==> config.mk <==
export PLATFORM = sky130hd
export DESIGN_NAME = ipgu_pyramid
export DESIGN_NICKNAME = d
export VERILOG_FILES = /design/src/rtl/ipgu_pyramid.sv
export SDC_FILE = /design/constraint.sdc
export NUM_CORES = 1
export LEC_CHECK = 0
export BUFFER_PORTS_ARGS = -buffer_cell sky130_fd_sc_hd__buf_2
export CAP_MARGIN = 25
export CORE_MARGIN = 3
export CORE_UTILIZATION = 56
export CTS_BUF_LIST = sky130_fd_sc_hd__clkbuf_4 sky130_fd_sc_hd__clkbuf_8
export CTS_CLUSTER_SIZE = 20
export DETAILED_ROUTE_END_ITERATION = 10
export PLACE_DENSITY = 0.76
export RECOVER_POWER = 50
export SLEW_MARGIN = 10
export SYNTH_ARGS = -nofsm -noshare
export SYNTH_HDL_FRONTEND = slang
export SYNTH_SLANG_ARGS = --single-unit
==> constraint.sdc <==
create_clock -name clk -period 15.7 [get_ports clk]
set_input_delay 3.14 -clock clk [delete_from_list [all_inputs] [get_ports clk]]
set_output_delay 3.14 -clock clk [all_outputs]
set_load 0.01 [all_outputs]
==> src/rtl/ipgu_pyramid.sv <==
// ipgu_pyramid: image-pyramid window generator.
// Walks every enabled level of a programmable level table. Each level is cut into
// nwin x nwin windows of WIN x WIN pixels, and each pixel is fetched from a square
// source image through a 1-cycle-latency read port using nearest-neighbour Q8.8 scaling.
// Fetched pixels are queued in a 2-entry FIFO together with level/window sideband and
// streamed out over a valid/ready handshake.
// Ports:
//   clk, rst           clock, asynchronous active-high reset
//   start, abort       begin a pass (from IDLE) / flush back to IDLE
//   busy, done         pass in progress / 1-cycle end-of-pass pulse
//   cfg_we/idx/nwin/step  level-table write port (only while idle)
//   mem_rd_en/addr/rd_data  source image read port (data the cycle after rd_en)
//   out_valid/ready/data/last/level/wx/wy  output beat stream with sideband
module ipgu_pyramid #(
  parameter int unsigned DATA_W     = 8,
  parameter int unsigned IMG_DIM    = 300,
  parameter int unsigned WIN        = 20,
  parameter int unsigned NUM_LEVELS = 8,
  localparam int unsigned ADDR_W    = $clog2(IMG_DIM * IMG_DIM),
  localparam int unsigned LVL_W     = (NUM_LEVELS > 1) ? $clog2(NUM_LEVELS) : 1,
  localparam int unsigned NWIN_W    = $clog2(IMG_DIM / WIN + 1)
) (
  input  logic              clk,
  input  logic              rst,
  input  logic              start,
  input  logic              abort,
  output logic              busy,
  output logic              done,
  input  logic              cfg_we,
  input  logic [LVL_W-1:0]  cfg_idx,
  input  logic [NWIN_W-1:0] cfg_nwin,
  input  logic [15:0]       cfg_step,
  output logic              mem_rd_en,
  output logic [ADDR_W-1:0] mem_addr,
  input  logic [DATA_W-1:0] mem_rd_data,
  output logic              out_valid,
  input  logic              out_ready,
  output logic [DATA_W-1:0] out_data,
  output logic              out_last,
  output logic [LVL_W-1:0]  out_level,
  output logic [NWIN_W-1:0] out_wx,
  output logic [NWIN_W-1:0] out_wy
);

  localparam int unsigned PIX_W  = (WIN > 1) ? $clog2(WIN) : 1;
  localparam int unsigned CRD_W  = $clog2(IMG_DIM);
  localparam int unsigned PROD_W = 48;

  typedef enum logic [1:0] {IDLE, SCAN, DRAIN} stateT;

  typedef struct packed {
    logic [DATA_W-1:0] data;
    logic [LVL_W-1:0]  level;
    logic [NWIN_W-1:0] wx;
    logic [NWIN_W-1:0] wy;
    logic              last;
  } beatT;

  stateT             state;
  logic [NWIN_W-1:0] nwinTab [NUM_LEVELS];
  logic [15:0]       stepTab [NUM_LEVELS];

  // Position of the next pixel to fetch and its precomputed source address
  logic [LVL_W-1:0]  lvl;
  logic [NWIN_W-1:0] wx, wy;
  logic [PIX_W-1:0]  px, py;
  logic [ADDR_W-1:0] addrReg;

  // Sideband of the read whose data is on mem_rd_data this cycle
  logic              rdValid;
  logic [LVL_W-1:0]  sbLevel;
  logic [NWIN_W-1:0] sbWx, sbWy;
  logic              sbLast;

  beatT              fifo [2];
  logic              rdPtr, wrPtr;
  logic [1:0]        fifoCnt;

  logic [LVL_W-1:0]  firstLvl, nextLvl, nLvl;
  logic              anyEn, nextFound, endOfPass, pixLast;
  logic [NWIN_W-1:0] nwinM1, nWx, nWy;
  logic [PIX_W-1:0]  nPx, nPy;
  logic [ADDR_W-1:0] nAddr;
  logic [2:0]        occ;
  logic              pop, rdGo;

  // Nearest-neighbour source coordinate, clamped to the image edge
  function automatic logic [CRD_W-1:0] srcCoord(input logic [NWIN_W-1:0] w,
                                                input logic [PIX_W-1:0] p,
                                                input logic [15:0] step);
    logic [PROD_W-1:0] dst;
    logic [PROD_W-1:0] prod;
    dst  = PROD_W'(w) * PROD_W'(WIN) + PROD_W'(p);
    prod = (dst * PROD_W'(step)) >> 8;
    if (prod > PROD_W'(IMG_DIM - 1)) prod = PROD_W'(IMG_DIM - 1);
    return CRD_W'(prod);
  endfunction

  assign pop       = out_valid & out_ready;
  // Credit includes this cycle's pop so a steady stream sustains one read per cycle
  assign occ       = 3'(fifoCnt) + 3'(rdValid) - 3'(pop);
  assign rdGo      = (state == SCAN) && (occ < 3'd2);
  assign mem_rd_en = rdGo;
  assign mem_addr  = addrReg;

  assign out_valid = (fifoCnt != 2'd0);
  assign out_data  = fifo[rdPtr].data;
  assign out_level = fifo[rdPtr].level;
  assign out_wx    = fifo[rdPtr].wx;
  assign out_wy    = fifo[rdPtr].wy;
  assign out_last  = out_valid & fifo[rdPtr].last;

  // Level search and next-position/address computation
  always_comb begin
    firstLvl  = '0;
    anyEn     = 1'b0;
    nextLvl   = '0;
    nextFound = 1'b0;
    for (int i = int'(NUM_LEVELS) - 1; i >= 0; i--) begin
      if (nwinTab[i] != '0) begin
        firstLvl = LVL_W'(i);
        anyEn    = 1'b1;
        if (i > int'(lvl)) begin
          nextLvl   = LVL_W'(i);
          nextFound = 1'b1;
        end
      end
    end

    nwinM1    = nwinTab[lvl] - NWIN_W'(1);
    pixLast   = (px == PIX_W'(WIN - 1)) && (py == PIX_W'(WIN - 1));
    nLvl      = lvl;
    nWy       = wy;
    nWx       = wx;
    nPy       = py;
    nPx       = px;
    endOfPass = 1'b0;
    if (px != PIX_W'(WIN - 1)) begin
      nPx = px + PIX_W'(1);
    end else begin
      nPx = '0;
      if (py != PIX_W'(WIN - 1)) begin
        nPy = py + PIX_W'(1);
      end else begin
        nPy = '0;
        if (wx != nwinM1) begin
          nWx = wx + NWIN_W'(1);
        end else begin
          nWx = '0;
          if (wy != nwinM1) begin
            nWy = wy + NWIN_W'(1);
          end else begin
            nWy = '0;
            if (nextFound) nLvl = nextLvl;
            else endOfPass = 1'b1;
          end
        end
      end
    end
    nAddr = ADDR_W'(srcCoord(nWy, nPy, stepTab[nLvl])) * ADDR_W'(IMG_DIM)
          + ADDR_W'(srcCoord(nWx, nPx, stepTab[nLvl]));
  end

  // Control FSM, scan counters and level table
  always_ff @(posedge clk or posedge rst) begin
    if (rst) begin
      state   <= IDLE;
      busy    <= 1'b0;
      done    <= 1'b0;
      lvl     <= '0;
      wy      <= '0;
      wx      <= '0;
      py      <= '0;
      px      <= '0;
      addrReg <= '0;
      for (int i = 0; i < int'(NUM_LEVELS); i++) begin
        nwinTab[i] <= '0;
        stepTab[i] <= '0;
      end
    end else begin
      done <= 1'b0;
      if (cfg_we && !busy) begin
        nwinTab[cfg_idx] <= cfg_nwin;
        stepTab[cfg_idx] <= cfg_step;
      end
      if (abort) begin
        state <= IDLE;
        busy  <= 1'b0;
      end else begin
        case (state)
          IDLE: if (start) begin
            busy    <= 1'b1;
            lvl     <= firstLvl;
            wy      <= '0;
            wx      <= '0;
            py      <= '0;
            px      <= '0;
            addrReg <= '0;   // origin pixel always maps to source address 0
            state   <= anyEn ? SCAN : DRAIN;
          end
          SCAN: if (rdGo) begin
            lvl     <= nLvl;
            wy      <= nWy;
            wx      <= nWx;
            py      <= nPy;
            px      <= nPx;
            addrReg <= nAddr;
            if (endOfPass) state <= DRAIN;
          end
          DRAIN: if (!rdValid && (fifoCnt == 2'd0 || (fifoCnt == 2'd1 && pop))) begin
            done  <= 1'b1;
            busy  <= 1'b0;
            state <= IDLE;
          end
          default: state <= IDLE;
        endcase
      end
    end
  end

  // Read sideband pipeline and 2-entry output FIFO
  always_ff @(posedge clk or posedge rst) begin
    if (rst) begin
      rdValid <= 1'b0;
      sbLevel <= '0;
      sbWx    <= '0;
      sbWy    <= '0;
      sbLast  <= 1'b0;
      rdPtr   <= 1'b0;
      wrPtr   <= 1'b0;
      fifoCnt <= '0;
      fifo[0] <= '0;
      fifo[1] <= '0;
    end else if (abort) begin
      rdValid <= 1'b0;
      rdPtr   <= 1'b0;
      wrPtr   <= 1'b0;
      fifoCnt <= '0;
    end else begin
      rdValid <= rdGo;
      if (rdGo) begin
        sbLevel <= lvl;
        sbWx    <= wx;
        sbWy    <= wy;
        sbLast  <= pixLast;
      end
      if (rdValid) begin
        fifo[wrPtr] <= '{data: mem_rd_data, level: sbLevel, wx: sbWx, wy: sbWy, last: sbLast};
        wrPtr       <= ~wrPtr;
      end
      if (pop) rdPtr <= ~rdPtr;
      fifoCnt <= fifoCnt + 2'(rdValid) - 2'(pop);
    end
  end

endmodule

# Word-level counts from Yosys, hierarchy flattened
# Cells that the tools add are included.
# Widths: inputs -> output; s select.
# word_totals
ff_bits	259
in_bits	37
output_inout_bits	41
word_cells	252
# classes
add_sub_neg	12
n_mul	5
order_cmp	17
n_eq_ne	15
n_mux	120
bitwise	10
reduce_logical	30
# op_table
operator	count
$bwmux 128	1
$mux 3	29
$mux 20	4
$mul 10x16->26	2
$mux 4	13
$bmux 16 s3	1
$demux 16 s3	1
$mux 16	3
$bwmux 40	1
$mux 1	38
$gt 18x9->1 const B	2
$mux 17	2
$pmux 17 s2	1
$bwmux 32	1
$reduce_bool 4->1	8
$mux 5	6
$add 9x5->10	2
$demux 20 s1	1
$pmux 5 s2	2
$mux 9	2
$add 17x9->17	1
$pmux 4 s2	2
$mul 9x7->15 const B	1
$mul 4x3->7 const B	2
41 further kinds	83

# Logic depth before layout (Yosys ltp)
# Gate-level depths: netlist of the first run.
# depth
ltp_word	31
ltp_mapped	66

# Least setup slack after synthesis of the first run
# No wires, ideal clock.
# synth_timing
kind	register -> register
startpoint	register lvl[0]
endpoint	register addrReg[16] (netlist: mem_addr[16])
setup_time_ns	0.130
arrival_ns	14.448
t_required_ns	15.570
slack_ns	1.122
path_stages_with_launch	61
n_path_buf	2
synth_period_minus_slack_ns	14.578
path_cell_list	dfrtp_1 > buf_6 > mux4_2 > a21oi_2 > ha_1 > o21ai_0 > and2_1 > xor2_1 > nor4_1 > nand3_1 > or2_2 > o31ai_1 > ha_1 > ha_1 > inv_1 > fa_1 > nor3b_1 > xnor2_1 > [... 25 more ...] > ha_1 > inv_1 > fa_1 > fa_1 > inv_1 > ha_1 > o21ai_0 > a21boi_0 > o21ai_0 > nand2b_1 > a21oi_1 > o21bai_1 > a21o_1 > a21oi_1 > xnor2_1 > xnor2_1 > xnor2_1 > o21ai_1
# synth_via
elab_chain_cells	31
word_cells_on_any_way	72
classes_between	4 x add/sub; 5 x mul; 9 x order compare; 2 x eq/ne; 50 x mux; 2 x bitwise
# synth_rtl
element	line_no	source
start, declared	64	logic [LVL_W-1:0] lvl;
start signal, assigned	193	lvl <= firstLvl;
start signal, assigned	202	lvl <= nLvl;
branches (longest 28 deep; another with $add 9x5->10)	n/a	
$add 17x9->17 (*)	161	+ ADDR_W'(srcCoord(nWx, nPx, stepTab[nLvl]));
$mux 17 (*)	201	SCAN: if (rdGo) begin
$pmux 17 s2 (*)	190	case (state)
end signal, assigned	207	addrReg <= nAddr;
end, declared	67	logic [ADDR_W-1:0] addrReg;
# Every way passes the cells marked *. The select of a mux whose other input is x is not followed.
# A chain may end at the register's enable or synchronous reset.

# Worst setup path in the final report of the first run
# layout_timing
startpoint	register lvl[1]
endpoint	register addrReg[16] (netlist: mem_addr[16])
# Same word-level chain as after synthesis.

==> results of run 1 <==
[metrics by stage]
stage	total power (uW)	setup TNS, ns	instances	setup slack, ns
4_1_cts	3750	0	3330	0.197
2_1_floorplan	2340	0	2645	1.12
3_5_place_dp	3080	0	3254	0.278
5_1_grt	4060	-0.348	3340	-0.206
6_report	3820	0	3340	0.674
3_3_place_gp	3000	0	3252	0.695
[worst paths after layout]
| path | to | slack (ns) | depth (start not counted) |
|---|---|---|---|
| worst max register to register | mem_addr[16] | 0.67 | 59 |
| min in group asynchronous | stepTab[26] | 4.29 | 2 |
| worst min register to register | mem_addr[7] | 0.48 | 2 |
| max in group asynchronous | lvl[2] | 7.45 | 3 |
| worst max-delay path | mem_addr[16] | 0.67 | 59 |
| worst min-delay path | mem_addr[7] | 0.48 | 2 |
[critical path: cells and delay by family (launching register included)]
family	cells	cell delay, ns
flops	1	0.59
fa+ha+maj	15	5.77
buf+inv	8	0.51
compound gates	14	2.87
xor+xnor	6	1.35
simple gates	15	3.67
mux	1	0.17
[routing by layer]
layer  global-route usage [%]  vias to the layer above  part of all wire, %
li1                         -                     9020                    -
met1                     37.9                    10000                   42
met2                     46.6                      777                   47
met3                     5.39                      180                  7.6
met4                     7.65                       10                  3.1
met5                        0                        -                0.096
[cells in the final DEF, fill, tap and decap left out, types with 27 or more instances in the layout]
cell      count
and2_1       31
nand3_1      52
nand2b_1     47
a21o_1       41
and3_1       28
dfrtp_1     256
xnor2_1      46
buf_4        60
nand2_1     362
nor2_1      192
buf_2        75
clkbuf_8     53
ha_1        185
inv_1       284
a21oi_1      83
fa_1        233
mux2_2      229
nor2b_1      27
o21ai_0      71
[cell type report]
type                    instances  area [sq um]  area share [%]
well taps                     585           732            2.67
clock buffers                  67           835            3.05
flip-flops and latches        259          6490            23.7
clock inverters                 9           126           0.461
inverters                     289          1090            3.96
repair buffers                150           957            3.49
multi-input cells            1981         17200            62.7
[logic make-up after synthesis]
family	Yosys count	share of synthesized area, %
compound gates	371	10.0
xor+xnor	74	2.58
fa+ha+maj	418	27.8
buf+inv	405	6.11
flops	259	25.8
mux	256	11.7
simple gates	862	16.0
[registers in the layout, indices dropped and copies added (netlist names)]
| name | flops |
|---|---|
| mem_addr | 17 |
| done | 1 |
| wrPtr | 1 |
| fifoCnt | 2 |
| wx | 4 |
| busy | 1 |
| sbLevel | 3 |
| stepTab | 128 |
| px | 5 |
| lvl | 3 |
| wy | 4 |
| rdPtr | 1 |
| sbWy | 4 |
| rdValid | 1 |
| sbWx | 4 |
| py | 5 |
| state | 2 |
| nwinTab | 32 |
| fifo | 40 |
| sbLast | 1 |
[timing repair]
action                     4_1_cts  5_1_grt
setup buffers                    0        7
resized for setup                0       16
setup endpoints to repair        0        8
[power by group through the flow]
stage | Combinational, uW | Clock [uW] | Sequential, uW
after CTS | 2110 | 670 | 978
after global routing | 2350 | 700 | 1000
after detailed placement | 2090 | 0 | 988
after floorplan | 1410 | 0 | 932
final | 2180 | 661 | 981
after global placement | 2030 | 0 | 975
==> metrics.csv, run 1 <==
stage,metric,value,unit
run_status,status,"finished, violations left",
run_status,failing checks,"max-capacitance violations, max-slew violations",
power_and_ir_drop,combinational power share,57.1,%
setup_path,crit-path max cell delay,0.59,ns
yosys,top-area cell type share of the netlist area,25.8,%
power_and_ir_drop,Power Internal,2040,uW
sta,number of hold violations in the final report,0,
yosys,Netlist Area Pre-Place,0.0251,sq mm
setup_path,Crit. End Element,flip-flop,
sta,achievable frequency,66.6,MHz
global_routing,initial antenna violation count,5,
floorplan,core region area,0.0436,sq mm
yosys,Yosys cell types,88,
floorplan,Chip Height,218,um
yosys,"FFs w/ async S/R, synth",100,%
setup_path,Worst Setup SP,lvl[1],
global_routing,vias in the first global route,20800,
yosys,syn avg cell area,9.50,sq um
power_and_ir_drop,part of the power in the clock network,17.3,%
clock_tree,worst-skew pair later-pin latency,0.56,ns
worst_hold_path,Hold Crit Class,reg2reg,
floorplan,Die ar.,0.0474,sq mm
sta,Hold WS,0.483,ns
final_layout,Final Util,62.8,%
sta,Slew HR,-270,%
route,Pre-antenna DRT Iters,6,
yosys,Post-synth EDFFs,0,
yosys,synth cell count leaders,"nand2_1, inv_1, dfrtp_1",
route,post-route antenna net violation count,0,
worst_hold_path,startpoint of the worst hold path,mem_addr[7],
placed_design,HPWL after DPL,49900,um
route,# DRC,0,
power_and_ir_drop,Cell Pwr Density,140,mW/mm^2
setup_path,"Max FO, Critical Path",21,
power_and_ir_drop,Sw Ratio,46.7,%
global_routing,pin count of the biggest net entering global routing,128,
setup_path,"most used cell, CP",ha_1,
sta,clk_skew,0.0182,ns
clock_tree,Clock Tree Buf Depth,3,
route,routed via count,20000,
yosys,Synth warnings,0,
sta,fin. max-slew vios,297,
clock_tree,htree depth,2,
power_and_ir_drop,Max IR drop VDD,0.142,mV
power_and_ir_drop,Sequential Power Share,25.6,%
global_routing,Total GRT Usage,28.0,%
placed_design,Placement Cell Area,0.0263,sq mm
setup_path,Critical Path AT,15.46,ns
yosys,Yosys reg bits,259,
floorplan,die width,218,um
route,average wire per standard cell,19.4,um
power_and_ir_drop,P_sw,1790,uW
route,WL final,64800,um
power_and_ir_drop,Pleak,0.0140,uW
floorplan,IO Pins,78,
final_layout,ratio of cells with drive above 1 in the final layout,18.5,%
global_routing,first-pass GRT wire length,108000,um
sta,final setup vio count,0,
final_layout,fillers,3493,
clock_tree,CTS tree,yes,
clock_tree,total CTS buffers,41,
clock_tree,# hold bufs at CTS,0,
yosys,most frequent cell after synthesis,nand2_1,
floorplan,cell row count,76,
placed_design,GP Congestion,0.964,
yosys,top post-synthesis cells by area,"dfrtp_1, fa_1, mux2_2",
route,Via density,5.99,
yosys,sequential area share after synthesis,25.8,%
job,max capacitance violation total,8,
placed_design,Port Buf Inserts,77,
sta,Worst-Margin Slew,5.51,ns
setup_path,WP data required,16.14,ns
clock_tree,CTS root buf,clkbuf_8,
setup_path,Worst Setup Start Kind,flip-flop,
sta,fin crit period,15.03,ns
final_layout,nets@finish,3177,
setup_path,"Max stage delay cell, worst path",dfrtp_4,
yosys,ys flop type,dfrtp_1,
final_layout,antenna cell count,0,
yosys,most area-hungry cell type in the Yosys netlist,dfrtp_1,
setup_path,Crit Path Category,reg2reg,
clock_tree,clk slew on worst S/H paths,0.06,ns
final_layout,design area,0.0274,sq mm
global_routing,remaining global-route overflow,0,
route,Initial DRC Count,1479,
sta,crit share post-route,95.7,%
yosys,Synthesized Nets,3100,
clock_tree,Clock Sink Count,259,
floorplan,initial core utilization,57.5,%
yosys,Cells after Synth,2645,
setup_path,worst r2r src,lvl[1],
final_layout,Layout area overhead,9.10,%
No activity file was read; power rests on OpenSTA's default activity.
==> run 2: changes to the inputs <==
--- a/config.mk
+++ b/config.mk
@@ -7,7 +7,7 @@
 export LEC_CHECK = 0
 export BUFFER_PORTS_ARGS = -buffer_cell sky130_fd_sc_hd__buf_2
 export CAP_MARGIN = 25
-export CORE_MARGIN = 3
+export CORE_MARGIN = 2
 export CORE_UTILIZATION = 56
 export CTS_BUF_LIST = sky130_fd_sc_hd__clkbuf_4 sky130_fd_sc_hd__clkbuf_8
 export CTS_CLUSTER_SIZE = 20
==> run 2 against run 1 <==
  * The run still ends with max-capacitance violations, max-slew violations left
  * Combinational power is essentially flat
  * Sequential power hardly changed
  * Register-to-register slack improved by 0.29 ns
  * Critical path type unchanged
  * Die area down 1.8%
  * Sequential share of layout area barely moved
  * Cell area decreased by 0.10%
  * Power fell by 0.95%
  * Critical endpoint unchanged
  * Largest power group unchanged
==> metrics.csv, run 2 (synthesized netlist as in run 1, its figures left out) <==
stage,metric,value,unit
global_routing,first-pass GRT wire length,106000,um
final_layout,register area,0.00648,sq mm
sta,Hold WS,0.488,ns
placed_design,Port Buf Inserts,77,
final_layout,Final Util,61.9,%
power_and_ir_drop,Tot Pwr,3790,uW
route,# DRC,0,
placed_design,GP Congestion,0.924,
run_status,failing checks,"max-capacitance violations, max-slew violations",
sta,crit share post-route,93.9,%
sta,clk_skew,0.0345,ns
clock_tree,worst-skew pair later-pin latency,0.57,ns
placed_design,post-place setup slack,0.413,ns
clock_tree,htree depth,2,
final_layout,"commonest non-fill, non-tap cell in the layout",nand2_1,
route,Initial DRC Count,1473,
global_routing,pin count of the biggest net entering global routing,97,
final_layout,max FFs per register,128,
final_layout,Largest regs,"stepTab x128, fifo x40, nwinTab x32",
route,Via density,5.91,
sta,achievable frequency,67.8,MHz
global_routing,remaining global-route overflow,0,
setup_path,"setup slack, reg-to-reg",0.96,ns
global_routing,vias in the first global route,20900,
setup_path,Crit Path Category,reg2reg,
floorplan,IO Pins,78,
floorplan,Chip Height,216,um
route,WL final,64900,um
clock_tree,CTS root buf,clkbuf_8,
final_layout,nets@finish,3181,
sta,Final WS setup,0.960,ns
clock_tree,Clock Tree Buf Depth,3,
setup_path,crit-path max cell delay,0.60,ns
floorplan,die width,216,um
final_layout,ratio of cells with drive above 1 in the final layout,18.4,%
setup_path,"Max FO, Critical Path",16,
final_layout,Multi-input gate area,0.0172,sq mm
sta,Worst-Margin Slew,4.11,ns
clock_tree,Clock Sink Count,259,
floorplan,Die ar.,0.0466,sq mm
final_layout,most frequent cells in the layout,"nand2_1, inv_1, dfrtp_1, fa_1, mux2_2",
power_and_ir_drop,Pleak,0.0140,uW
floorplan,initial core utilization,56.8,%
job,max capacitance violation total,6,
placed_design,HPWL after DPL,49700,um
clock_tree,CTS tree,yes,
sta,number of hold violations in the final report,0,
route,Pre-antenna DRT Iters,5,
clock_tree,clk slew on worst S/H paths,0.08,ns
run_status,status,"finished, violations left",
route,post-route antenna net violation count,0,
global_routing,Total GRT Usage,28.2,%
setup_path,Critical Path AT,15.21,ns
floorplan,core region area,0.0442,sq mm
sta,fin crit period,14.74,ns
setup_path,Worst Setup Start Kind,flip-flop,
final_layout,fillers,3638,
setup_path,"most used cell, CP",inv_1,
clock_tree,# hold bufs at CTS,0,
setup_path,WP data required,16.17,ns
route,average wire per standard cell,19.4,um
sta,Slew HR,-175,%
sta,final setup vio count,0,
sta,fin. max-slew vios,244,
final_layout,Layout area overhead,8.99,%
setup_path,"Max stage delay cell, worst path",mux4_1,
route,routed via count,19800,
global_routing,initial antenna violation count,1,
power_and_ir_drop,Max IR drop VDD,0.111,mV
power_and_ir_drop,Cell Pwr Density,138,mW/mm^2
final_layout,antenna cell count,0,
final_layout,Top reg by flops,stepTab,
clock_tree,total CTS buffers,41,
setup_path,Crit. End Element,flip-flop,
floorplan,cell row count,77,
worst_hold_path,Hold Crit Class,reg2reg,
-- run 2: through the flow --
stage | TNS, ns | std cells | area, sq um
detailed placement | 0 | 3266 | 26400
global route | -0.00422 | 3346 | 27400
floorplan | 0 | 2645 | 25100
CTS | 0 | 3337 | 27300
global placement | 0 | 3263 | 26300
finish | 0 | 3346 | 27400
-- run 2: worst paths after layout --
kind                       depth (start not counted)      endpoint         start
max                                               59  mem_addr[16]        lvl[0]
min                                                2  mem_addr[13]  mem_addr[13]
max reg2reg                                       59  mem_addr[16]        lvl[0]
min reg2reg                                        2  mem_addr[13]  mem_addr[13]
max in group asynchronous                          6  mem_addr[12]           rst
min in group asynchronous                          2  stepTab[119]           rst
-- run 2: routing by layer --
layer | vias up | routed length, um | global-route usage [%]
li1 | 9019 | - | -
met2 | 683 | 30800 | 46.7
met1 | 9958 | 27400 | 37.3
met3 | 128 | 4730 | 5.38
met5 | - | 13 | 0
met4 | 2 | 1970 | 9.61
-- run 2: worst max-delay path, delay by kind of cell (launching register included) --
family / cells / cell delay [ns]
mux: 3 / 1.16
simple gates: 16 / 3.23
fa+ha+maj: 12 / 5.02
buf+inv: 11 / 1.03
compound gates: 13 / 2.98
flops: 1 / 0.48
xor+xnor: 4 / 0.70
-- run 2: area by class of cell --
| type | instances | share of cell area [%] |
|---|---|---|
| Clock buffer | 64 | 2.90 |
| Tap cell | 592 | 2.71 |
| Sequential cell | 259 | 23.7 |
| Timing Repair Buffer | 153 | 3.67 |
| Inverter | 289 | 3.97 |
| Clock inverter | 7 | 0.329 |
| Multi-Input combinational cell | 1982 | 62.7 |
-- run 2: power by group --
group	internal (uW)	switching, uW	leakage, uW
clock	353	267	0.000464
combinational	805	1380	0.0102
sequential	844	135	0.00327
total	2000	1790	0.0140
-- run 2: what timing repair did --
action / in CTS / in global routing
resized for setup: 0 / 11
endpoints found under the setup margin: 0 / 6
hold endpoints to repair: 0 / 0
setup buffers: 0 / 2
==> run 3: changes to the inputs <==
--- a/config.mk
+++ b/config.mk
@@ -5,6 +5,7 @@
 export SDC_FILE = /design/constraint.sdc
 export NUM_CORES = 1
 export LEC_CHECK = 0
+export ABC_CLOCK_PERIOD_IN_PS = 12200
 export BUFFER_PORTS_ARGS = -buffer_cell sky130_fd_sc_hd__buf_2
 export CAP_MARGIN = 25
 export CORE_MARGIN = 2
==> constraint.sdc (replaced) <==
create_clock -name clk -period 12.2 [get_ports clk]
set_input_delay 2.44 -clock clk [delete_from_list [all_inputs] [get_ports clk]]
set_output_delay 2.44 -clock clk [all_outputs]
set_load 0.01 [all_outputs]
==> run 3 against run 2 <==
  * The flow finishes with violations (max-capacitance violations, max-slew violations, negative setup slack)
  * Clock power up 30%
  * Clock skew down 0.010 ns
  * Cell area up 15%
  * Combinational power up 73%
  * Wire length up 11%
  * Cell count up 13%
  * Register-to-register slack worse by 2.4 ns
  * Sequential power up 27%
  * Non-clock buffer count up 427
  * Hold slack better by 0.018 ns
  * Count of clock-buffer cells in the layout unchanged
  * Sequential share of layout area down 3.2 points
  * Largest cell class unchanged
  * Largest power group unchanged
==> metrics.csv, run 3 (synthesized netlist as in run 1, its figures left out) <==
stage,metric,value,unit
final_layout,ratio of cells with drive above 1 in the final layout,33.3,%
route,Pre-antenna DRT Iters,5,
worst_hold_path,Hold Path Stages,1,
route,Initial DRC Count,1662,
clock_tree,CTS root buf,clkbuf_8,
power_and_ir_drop,Max IR drop VDD,0.179,mV
final_layout,Largest regs,"stepTab x128, fifo x40, nwinTab x32",
power_and_ir_drop,Cell Pwr Density,184,mW/mm^2
sta,crit share post-route,112,%
setup_path,"Max FO, Critical Path",8,
sta,final setup vio count,12,
clock_tree,CTS tree,yes,
sta,achievable frequency,73.3,MHz
setup_path,"Max stage delay cell, worst path",mux4_2,
global_routing,initial antenna violation count,2,
placed_design,Port Buf Inserts,77,
setup_path,"most used cell, CP",fa_1,
setup_path,Crit Path Category,reg2reg,
clock_tree,htree depth,2,
route,Via density,5.73,
final_layout,most frequent cells in the layout,"buf_4, nand2_1, inv_1, dfrtp_1, fa_1",
sta,Final WS setup,-1.44,ns
floorplan,cell row count,77,
global_routing,Total GRT Usage,31.0,%
route,average wire per standard cell,19.2,um
sta,number of hold violations in the final report,0,
sta,clk_skew,0.0244,ns
global_routing,remaining global-route overflow,0,
final_layout,"commonest non-fill, non-tap cell in the layout",buf_4,
setup_path,crit-path max cell delay,0.55,ns
placed_design,GP Congestion,0.956,
global_routing,pin count of the biggest net entering global routing,111,
clock_tree,total CTS buffers,40,
setup_path,r2r endpoint,mem_addr[16],
global_routing,first-pass GRT wire length,116000,um
worst_hold_path,Hold Crit Class,reg2reg,
final_layout,Multi-input gate area,0.0180,sq mm
route,post-route antenna net violation count,0,
floorplan,Chip Height,216,um
clock_tree,clk slew on worst S/H paths,0.08,ns
clock_tree,Clock Sink Count,259,
final_layout,Final Util,71.4,%
sta,fin. max-slew vios,216,
placed_design,HPWL after DPL,55000,um
setup_path,worst r2r src,lvl[0],
sta,Slew HR,-219,%
route,# DRC,0,
setup_path,"setup slack, reg-to-reg",-1.44,ns
floorplan,initial core utilization,56.8,%
run_status,status,"finished, violations left",
job,max capacitance violation total,6,
floorplan,IO Pins,78,
final_layout,Top reg by flops,stepTab,
run_status,failing checks,"max-capacitance violations, max-slew violations, negative setup slack",
clock_tree,worst-skew pair later-pin latency,0.57,ns
final_layout,register area,0.00648,sq mm
sta,Worst-Margin Slew,4.75,ns
floorplan,Die ar.,0.0466,sq mm
setup_path,Worst Reg-to-Reg Cells,61,
floorplan,die width,216,um
final_layout,Layout area overhead,25.7,%
setup_path,Crit. End Element,flip-flop,
final_layout,nets@finish,3606,
clock_tree,Clock Tree Buf Depth,3,
global_routing,vias in the first global route,23100,
floorplan,core region area,0.0442,sq mm
route,WL final,72300,um
setup_path,WP data required,12.65,ns
power_and_ir_drop,Pleak,0.0162,uW
sta,fin crit period,13.64,ns
route,routed via count,21600,
final_layout,max FFs per register,128,
setup_path,Critical Path AT,14.09,ns
sta,RSZ-0062 raised after global routing,yes,
clock_tree,# hold bufs at CTS,0,
worst_hold_path,startpoint of the worst hold path,fifo[38],
worst_hold_path,Worst Hold Endpoint,fifo[38],
sta,setup_tns,-10.21,ns
setup_path,Worst Setup Start Kind,flip-flop,
final_layout,fillers,3161,
run 3: worst max-delay path, delay by kind of cell (launching register included):
kind                       cells  cell delay, ns
AOI/OAI and AO/OA             15            2.26
xor gates and xnor gates       6            1.12
adders and majority gates     15            5.52
buffers and inverters          9            0.77
DFF                            1            0.39
muxes                          2            0.84
and+or+nand+nor               14            2.56
run 3: report_power, final:
| group | switching (uW) | internal, uW |
|---|---|---|
| Combinational | 2060 | 1720 |
| Sequential | 156 | 1090 |
| Clock | 349 | 457 |
run 3: repair_timing:
item	4_1_cts	5_1_grt
endpoints found under the setup margin	12	14
pin swaps	36	62
buffers inserted	20	23
resized for setup	48	99
run 3: area by class of cell:
| cell class | count | share of cell area (%) |
|---|---|---|
| sequential | 259 | 20.5 |
| antenna | 2 | 0.0159 |
| tap | 592 | 2.35 |
| multi-input combinational | 1981 | 57.1 |
| clock buffer | 64 | 2.53 |
| clock inverter | 5 | 0.266 |
| timing repair buffer | 580 | 13.7 |
| inverter | 289 | 3.46 |
run 3: stage by stage:
stage               total power [uW]  hold slack, ns  std cells  setup slack [ns]  cell area (sq um)
floorplan                       3060           0.458       2645             -1.19              25400
global placement                4650           0.461       3657             -1.09              29700
detailed placement              4750           0.465       3659             -1.43              29700
CTS                             5620           0.483       3748             -1.04              31000
global route                    6180           0.514       3771             -2.00              31600
finish                          5820           0.506       3772             -1.44              31600
run 3: worst max path at each step:
stage	from	endpoint	slack [ns]	cells past startpoint
6_report	lvl[0]	mem_addr[16]	-1.44	61
5_1_grt	lvl[0]	mem_addr[16]	-2.00	62
4_1_cts	lvl[0]	mem_addr[16]	-1.04	60
3_5_place_dp	lvl[0]	mem_addr[16]	-1.43	62
3_3_place_gp	lvl[0]	mem_addr[16]	-1.09	59
2_1_floorplan	lvl[0]	mem_addr[16]	-1.19	59
run 3: per-layer routing:
layer / vias up / wire length (um) / track usage, %
li1: 9889 / - / -
met1: 10900 / 29700 / 40.2
met2: 715 / 35200 / 52.5
met3: 160 / 4910 / 5.62
met4: 0 / 2550 / 10.5
met5: - / 0 / 0
